$ cat config.mk
export PLATFORM = sky130hd
export DESIGN_NAME = ysyx_25050148_mem_arb
export DESIGN_NICKNAME = d
export VERILOG_FILES = /design/src/rtl/ysyx_25050148_mem_arb.sv
export SDC_FILE = /design/constraint.sdc
export NUM_CORES = 1
export LEC_CHECK = 0
export CAP_MARGIN = 20
export CORE_AREA = 2 2 107 109
export DETAILED_ROUTE_END_ITERATION = 8
export DIE_AREA = 0 0 109 111
export DONT_BUFFER_PORTS = 1
export GPL_TIMING_DRIVEN = 0
export SLEW_MARGIN = 20
export SYNTH_ARGS = -nofsm -noshare
export SYNTH_HDL_FRONTEND = slang
export SYNTH_SLANG_ARGS = --single-unit
$ cat constraint.sdc
create_clock -name clk -period 1.8 [get_ports clk]
set_input_delay 0.36 -clock clk [delete_from_list [all_inputs] [get_ports clk]]
set_output_delay 0.36 -clock clk [all_outputs]
set_load 0.01 [all_outputs]
$ cat src/rtl/ysyx_25050148_mem_arb.sv
// Round-robin arbiter sharing one memory port between IFU fetches and LSU accesses.
// One transaction in flight at a time; a watchdog forces an error response if memory goes silent.
module ysyx_25050148_mem_arb #(
  parameter int ADDR_WIDTH = 32,
  parameter int DATA_WIDTH = 32,
  parameter int TIMEOUT    = 16
) (
  input  logic                    clk,
  input  logic                    rst,
  input  logic                    ifu_req_valid,
  output logic                    ifu_req_ready,
  input  logic [ADDR_WIDTH-1:0]   ifu_addr,
  output logic                    ifu_resp_valid,
  output logic [DATA_WIDTH-1:0]   ifu_rdata,
  input  logic                    lsu_req_valid,
  output logic                    lsu_req_ready,
  input  logic [ADDR_WIDTH-1:0]   lsu_addr,
  input  logic                    lsu_wen,
  input  logic [DATA_WIDTH-1:0]   lsu_wdata,
  input  logic [DATA_WIDTH/8-1:0] lsu_wmask,
  output logic                    lsu_resp_valid,
  output logic [DATA_WIDTH-1:0]   lsu_rdata,
  output logic                    mem_req_valid,
  input  logic                    mem_req_ready,
  output logic [ADDR_WIDTH-1:0]   mem_addr,
  output logic                    mem_wen,
  output logic [DATA_WIDTH-1:0]   mem_wdata,
  output logic [DATA_WIDTH/8-1:0] mem_wmask,
  input  logic                    mem_resp_valid,
  input  logic [DATA_WIDTH-1:0]   mem_rdata,
  output logic                    err
);

  localparam int MW = DATA_WIDTH / 8;
  localparam int WW = $clog2(TIMEOUT) + 1;
  localparam logic [WW-1:0] WDOG_LAST = WW'(TIMEOUT - 1);

  localparam logic [1:0] S_IDLE  = 2'd0;
  localparam logic [1:0] S_ISSUE = 2'd1;
  localparam logic [1:0] S_WAIT  = 2'd2;

  localparam logic OWN_IFU = 1'b0;
  localparam logic OWN_LSU = 1'b1;

  logic [1:0]            state_q, state_d;
  logic                  last_grant_q, last_grant_d;
  logic                  owner_q, owner_d;
  logic                  err_q, err_d;
  logic [WW-1:0]         wdog_q, wdog_d;
  logic [ADDR_WIDTH-1:0] addr_q, addr_d;
  logic                  wen_q, wen_d;
  logic [DATA_WIDTH-1:0] wdata_q, wdata_d;
  logic [MW-1:0]         wmask_q, wmask_d;

  logic grant_ifu, grant_lsu;
  logic in_idle, in_issue, in_wait;
  logic timeout_hit, resp_fire;

  // On a tie the requester that did not win last time is served.
  always_comb begin
    in_idle   = (state_q == S_IDLE);
    in_issue  = (state_q == S_ISSUE);
    in_wait   = (state_q == S_WAIT);
    grant_ifu = ifu_req_valid && (!lsu_req_valid || (last_grant_q == OWN_LSU));
    grant_lsu = lsu_req_valid && (!ifu_req_valid || (last_grant_q == OWN_IFU));

    timeout_hit = (wdog_q == WDOG_LAST);
    resp_fire   = !rst && in_wait && (mem_resp_valid || timeout_hit);

    ifu_req_ready  = !rst && in_idle && grant_ifu;
    lsu_req_ready  = !rst && in_idle && grant_lsu;
    mem_req_valid  = !rst && in_issue;
    ifu_resp_valid = resp_fire && (owner_q == OWN_IFU);
    lsu_resp_valid = resp_fire && (owner_q == OWN_LSU);
    ifu_rdata      = (ifu_resp_valid && mem_resp_valid) ? mem_rdata : '0;
    lsu_rdata      = (lsu_resp_valid && mem_resp_valid) ? mem_rdata : '0;

    mem_addr  = addr_q;
    mem_wen   = wen_q;
    mem_wdata = wdata_q;
    mem_wmask = wmask_q;
    err       = err_q;
  end

  always_comb begin
    state_d      = state_q;
    last_grant_d = last_grant_q;
    owner_d      = owner_q;
    err_d        = err_q;
    wdog_d       = wdog_q;
    addr_d       = addr_q;
    wen_d        = wen_q;
    wdata_d      = wdata_q;
    wmask_d      = wmask_q;

    case (state_q)
      S_IDLE: begin
        if (grant_ifu) begin
          addr_d       = ifu_addr;
          wen_d        = 1'b0;
          wdata_d      = '0;
          wmask_d      = '0;
          owner_d      = OWN_IFU;
          last_grant_d = OWN_IFU;
          state_d      = S_ISSUE;
        end else if (grant_lsu) begin
          addr_d       = lsu_addr;
          wen_d        = lsu_wen;
          wdata_d      = lsu_wdata;
          wmask_d      = lsu_wmask;
          owner_d      = OWN_LSU;
          last_grant_d = OWN_LSU;
          state_d      = S_ISSUE;
        end
      end
      S_ISSUE: begin
        if (mem_req_ready) begin
          state_d = S_WAIT;
          wdog_d  = '0;
        end
      end
      S_WAIT: begin
        // The counter saturates so it can never wrap back and miss the timeout.
        if (!timeout_hit) wdog_d = wdog_q + WW'(1);
        if (mem_resp_valid) begin
          state_d = S_IDLE;
        end else if (timeout_hit) begin
          err_d   = 1'b1;
          state_d = S_IDLE;
        end
      end
      default: state_d = S_IDLE;
    endcase
  end

  always_ff @(posedge clk) begin
    if (rst) begin
      state_q      <= S_IDLE;
      last_grant_q <= OWN_LSU;
      owner_q      <= OWN_IFU;
      err_q        <= 1'b0;
      wdog_q       <= '0;
      addr_q       <= '0;
      wen_q        <= 1'b0;
      wdata_q      <= '0;
      wmask_q      <= '0;
    end else begin
      state_q      <= state_d;
      last_grant_q <= last_grant_d;
      owner_q      <= owner_d;
      err_q        <= err_d;
      wdog_q       <= wdog_d;
      addr_q       <= addr_d;
      wen_q        <= wen_d;
      wdata_q      <= wdata_d;
      wmask_q      <= wmask_d;
    end
  end

endmodule

==> out/metrics.csv <==
stage,metric,value,unit
placed_design,placedCellCount,546,
detailed_routing,drtIter0Drc,177,
setup_path,endpoint_kind,output port,
job,drv_cap,0,
synthesis,post_synth_num_cell_types,41,
power,power.switching,0.001315,W
clock_tree,clock-sinks,79,
timing,maxSlewHeadroom,51.08,%
synthesis,fraction_of_the_yosys_area_taken_by_sequential_cells,41.32,%
power,ir_drop,0.5929,mV
power,share_of_power_burned_in_registers,42.4,%
detailed_routing,antenna_violating_nets_post_route,0,
synthesis,top_area_cell_type_share_of_the_netlist_area,41.32,%
finish,final_area,4880,um2
status,failed_checks,negative setup slack,
timing,finalWorstPathRequiredPeriod,1.947,ns
timing,hold_viol_final,0,
setup_path,critical_path.reg2reg.startpoint,wdog_q[1]$_SDFFE_PP0P_,
setup_path,critical_path_arrival,1.59,ns
power,power.density,999.3,nW/um2
placed_design,dpl-instance-area,4013,um2
grt,initial_antenna_violation_count,0,
clock_tree,clkSlewWorstSetupHoldPaths,0.07,ns
synthesis,synthDominantAreaCellType,sky130_fd_sc_hd__dfxtp_1,
setup_path,cp_cell_sequence,nand2b_4 > nor4b_4 > buf_6 > buf_6 > buf_6 > and2_4,
floorplan,num_rows,39,
finish,diodes,0,
setup_path,reg2reg_depth,6,
detailed_routing,average_wire_length_per_cell_after_detail_routing,23.43,um
power,comb_power_share,14.1,%
synthesis,syn-num-nets,544,
timing,max_freq,513.5,MHz
finish,final_net_count,570,
setup_path,slowest_stage,sky130_fd_sc_hd__dfxtp_4,
synthesis,yosys_warnings,0,
clock_tree,cts_tree,done,
synthesis,syn-instance-count,403,
power,cellLeakagePower,1.818,nW
synthesis,synth.top_cells.by_area,"sky130_fd_sc_hd__dfxtp_1 (41%), sky130_fd_sc_hd__a311oi_2 (12%), sky130_fd_sc_hd__and2_1 (10%)",
finish,final_layout_size_suffix_gt1_share,40.55,%
hold_path,hp-class,primary input to register,
timing,timing.clock.skew,0.01146,ns
placed_design,hpwl,10200,um
grt,grt_remaining_overflow,0,
clock_tree,worstSkewPairLatency,0.33,ns
status,run_status,"finished, violations left",
floorplan,design.core.area,11080,um2
setup_path,worst-path-max-fanout,7,
setup_path,crit_path_start_kind,register,
timing,setup_viol,64,
hold_path,min_from,lsu_wdata[27],
setup_path,largest_stage_delay_on_the_critical_path,0.34,ns
clock_tree,htreeDepth,3,
floorplan,dieArea,12100,um2
floorplan,die-width,109,um
hold_path,holdPathStages,1,
synthesis,synth.cell_area,3827,um2
timing,unrepaired_setup_endpoints_after_global_routing,true,
synthesis,ys_ff_latch,79,
detailed_routing,vias,3392,
detailed_routing,route.detailed.vias_per_inst,5.879,
setup_path,path_depth,6,
placed_design,gp_routability_congestion,0.7856,
power,p_sw_share,26.96,%
grt,gr-usage-all-layers,21.25,%
setup_path,crit_family,simple AND/OR/NAND/NOR gates,
setup_path,worstPathRequired,1.44,ns
setup_path,worst-path-buf-inv,3,
floorplan,die_height,111,um
detailed_routing,drt_pre_antenna_iters,4,
timing,worst_slack,-0.1473,ns
power,pwr-share-clk,43.5,%
finish,count_of_non_filler_cells_in_the_finished_layout,577,
finish,n_fill_cell,1048,
timing,tightest_slew,0.7338,ns
clock_tree,cts_root_buffer,sky130_fd_sc_hd__clkbuf_16,
timing,final_worst_path_cycle_share,108.2,%
synthesis,synth.avg_cell_area,9.497,um2
finish,synthToLayoutAreaGrowth,27.49,%
detailed_routing,detail_route.wirelength,13520,um
setup_path,critPathMostFrequentCell,sky130_fd_sc_hd__buf_6,
floorplan,start_util,34.55,%
placed_design,placement.io_buffers,0,
grt,pin_count_of_the_biggest_net_entering_global_routing,20,
timing,fin_worst_hold_slack,0.1582,ns
power,intPower,0.003562,W
setup_path,setup.worst_path.class,register to output port,
timing,final_max_slew_viol_count,0,
clock_tree,max_clock_buf_depth,2,
setup_path,startpoint,state_q[0]$_SDFFE_PP0P_,
placed_design,dp_worst_setup_slack,-0.4591,ns
grt,grt_first_pass_wirelength,19320,um
detailed_routing,remaining_routing_drc_violations,0,
timing,setup_tns,-3.990,ns
floorplan,ios,278,
grt,grt_pass1_vias,3398,
clock_tree,cts_made_buffers,9,
-- registers in the layout (all words and copies together) (netlist names) --
signal / flops
wdog_q: 5
err: 1
owner_q: 1
mem_wdata: 32
mem_wmask: 4
state_q: 2
last_grant_q: 1
mem_addr: 32
mem_wen: 1
-- logic make-up (layout without fill, tap and decap cells) --
kind of cell             after synthesis  after routing  synth area share (%)
AO/OA/AOI/OAI                        144            144                 31.02
AND/OR/NAND/NOR                      127            127                 19.88
flip-flops                            79             79                 41.32
buffers and inverters                 49             80                 6.668
adder cells (fa/ha/maj)                2              2                0.6537
XOR/XNOR                               2              2                0.4577
-- cell usage in the layout (no fill, tap or decap), types with 4 or more instances in the layout --
master,Yosys,routed
sky130_fd_sc_hd__dfxtp_1,79,74
sky130_fd_sc_hd__nand3_1,34,34
sky130_fd_sc_hd__clkbuf_1,23,18
sky130_fd_sc_hd__buf_8,0,5
sky130_fd_sc_hd__a21oi_1,36,36
sky130_fd_sc_hd__clkbuf_16,0,10
sky130_fd_sc_hd__buf_2,12,4
sky130_fd_sc_hd__o21ai_0,32,32
sky130_fd_sc_hd__nor2_1,7,5
sky130_fd_sc_hd__a22o_1,37,37
sky130_fd_sc_hd__a311oi_2,30,30
sky130_fd_sc_hd__buf_6,6,13
sky130_fd_sc_hd__buf_4,3,15
sky130_fd_sc_hd__and2_4,1,65
sky130_fd_sc_hd__dfxtp_2,0,4
-- timing repair --
item | 4_1_cts | 5_1_grt
endpoints found under the setup margin | 69 | 80
hold buffers | 0 | 0
pin swaps | 31 | 24
cloned | 4 | 2
resized for setup | 113 | 20
setup buffers | 10 | 2
-- cell usage after synthesis --
library cell / instances
sky130_fd_sc_hd__dfxtp_1: 79
sky130_fd_sc_hd__and2_1: 64
sky130_fd_sc_hd__a22o_1: 37
sky130_fd_sc_hd__a21oi_1: 36
sky130_fd_sc_hd__nand3_1: 34
sky130_fd_sc_hd__o21ai_0: 32
sky130_fd_sc_hd__a311oi_2: 30
sky130_fd_sc_hd__clkbuf_1: 23
sky130_fd_sc_hd__buf_2: 12
sky130_fd_sc_hd__nor2_1: 7
sky130_fd_sc_hd__buf_6: 6
sky130_fd_sc_hd__buf_4: 3
sky130_fd_sc_hd__inv_2: 3
sky130_fd_sc_hd__nand2_1: 3
sky130_fd_sc_hd__nand2b_1: 3
sky130_fd_sc_hd__a311oi_1: 2
sky130_fd_sc_hd__ha_1: 2
sky130_fd_sc_hd__nor3b_1: 2
sky130_fd_sc_hd__nor4b_1: 2
sky130_fd_sc_hd__xnor2_1: 2
sky130_fd_sc_hd__a211oi_1: 1
sky130_fd_sc_hd__a21o_1: 1
sky130_fd_sc_hd__a21oi_2: 1
sky130_fd_sc_hd__a221o_1: 1
sky130_fd_sc_hd__a41oi_1: 1
sky130_fd_sc_hd__and2_4: 1
sky130_fd_sc_hd__and3_1: 1
sky130_fd_sc_hd__and4b_1: 1
sky130_fd_sc_hd__buf_1: 1
sky130_fd_sc_hd__inv_1: 1
sky130_fd_sc_hd__nand3b_1: 1
sky130_fd_sc_hd__nor2b_1: 1
sky130_fd_sc_hd__nor3_1: 1
sky130_fd_sc_hd__nor4_1: 1
sky130_fd_sc_hd__nor4_2: 1
sky130_fd_sc_hd__nor4b_2: 1
sky130_fd_sc_hd__nor4bb_1: 1
sky130_fd_sc_hd__o21ai_1: 1
sky130_fd_sc_hd__o31ai_1: 1
sky130_fd_sc_hd__or2_1: 1
sky130_fd_sc_hd__or4_1: 1
-- stage by stage --
| step | power [W] | utilization (%) |
|---|---|---|
| 4_1_cts | 0.004916 | 43.42 |
| 2_1_floorplan | 0.002580 | - |
| 3_3_place_gp | 0.002716 | 36.23 |
| 5_1_grt | 0.005094 | 44.05 |
| 3_5_place_dp | 0.002738 | 36.23 |
| 6_report | 0.004876 | 44.05 |
-- final cells by class --
type | instances | area, um2 | area share, %
Buffer | 42 | 292.8 | 6.000
Clock buffer | 10 | 229.0 | 4.692
Clock inverter | 6 | 117.6 | 2.410
Inverter | 4 | 15.01 | 0.3077
Multi-Input combinational cell | 275 | 2270 | 46.51
Sequential cell | 79 | 1590 | 32.59
Tap cell | 143 | 178.9 | 3.667
Timing Repair Buffer | 18 | 186.4 | 3.821
-- power groups by stage --
stage          clock network [W]  registers, W  logic [W]
4_1_cts                  0.00216       0.00207   0.000684
3_3_place_gp                   0       0.00211   0.000611
6_report                 0.00212       0.00207   0.000687
5_1_grt                  0.00225       0.00208   0.000758
3_5_place_dp                   0       0.00210   0.000633
2_1_floorplan                  0       0.00206   0.000517
-- routing by layer --
| metal | up-vias | part of all wire, % | global-route usage [%] |
|---|---|---|---|
| li1 | 1538 | - | - |
| met4 | 0 | 2.6 | 7.350 |
| met2 | 199 | 53 | 39.05 |
| met3 | 19 | 9.5 | 7.995 |
| met5 | - | 0 | 0 |
| met1 | 1636 | 35 | 21.48 |
-- final timing paths --
kind / to / slack [ns]
max: lsu_rdata[15] / -0.15
min: mem_wdata[27]$_SDFFE_PP0P_ / 0.16
max reg2reg: wdog_q[3]$_SDFFE_PP0P_ / 0.09
min reg2reg: wdog_q[3]$_SDFFE_PP0P_ / 0.49
Power figures use the tool's default switching activity.
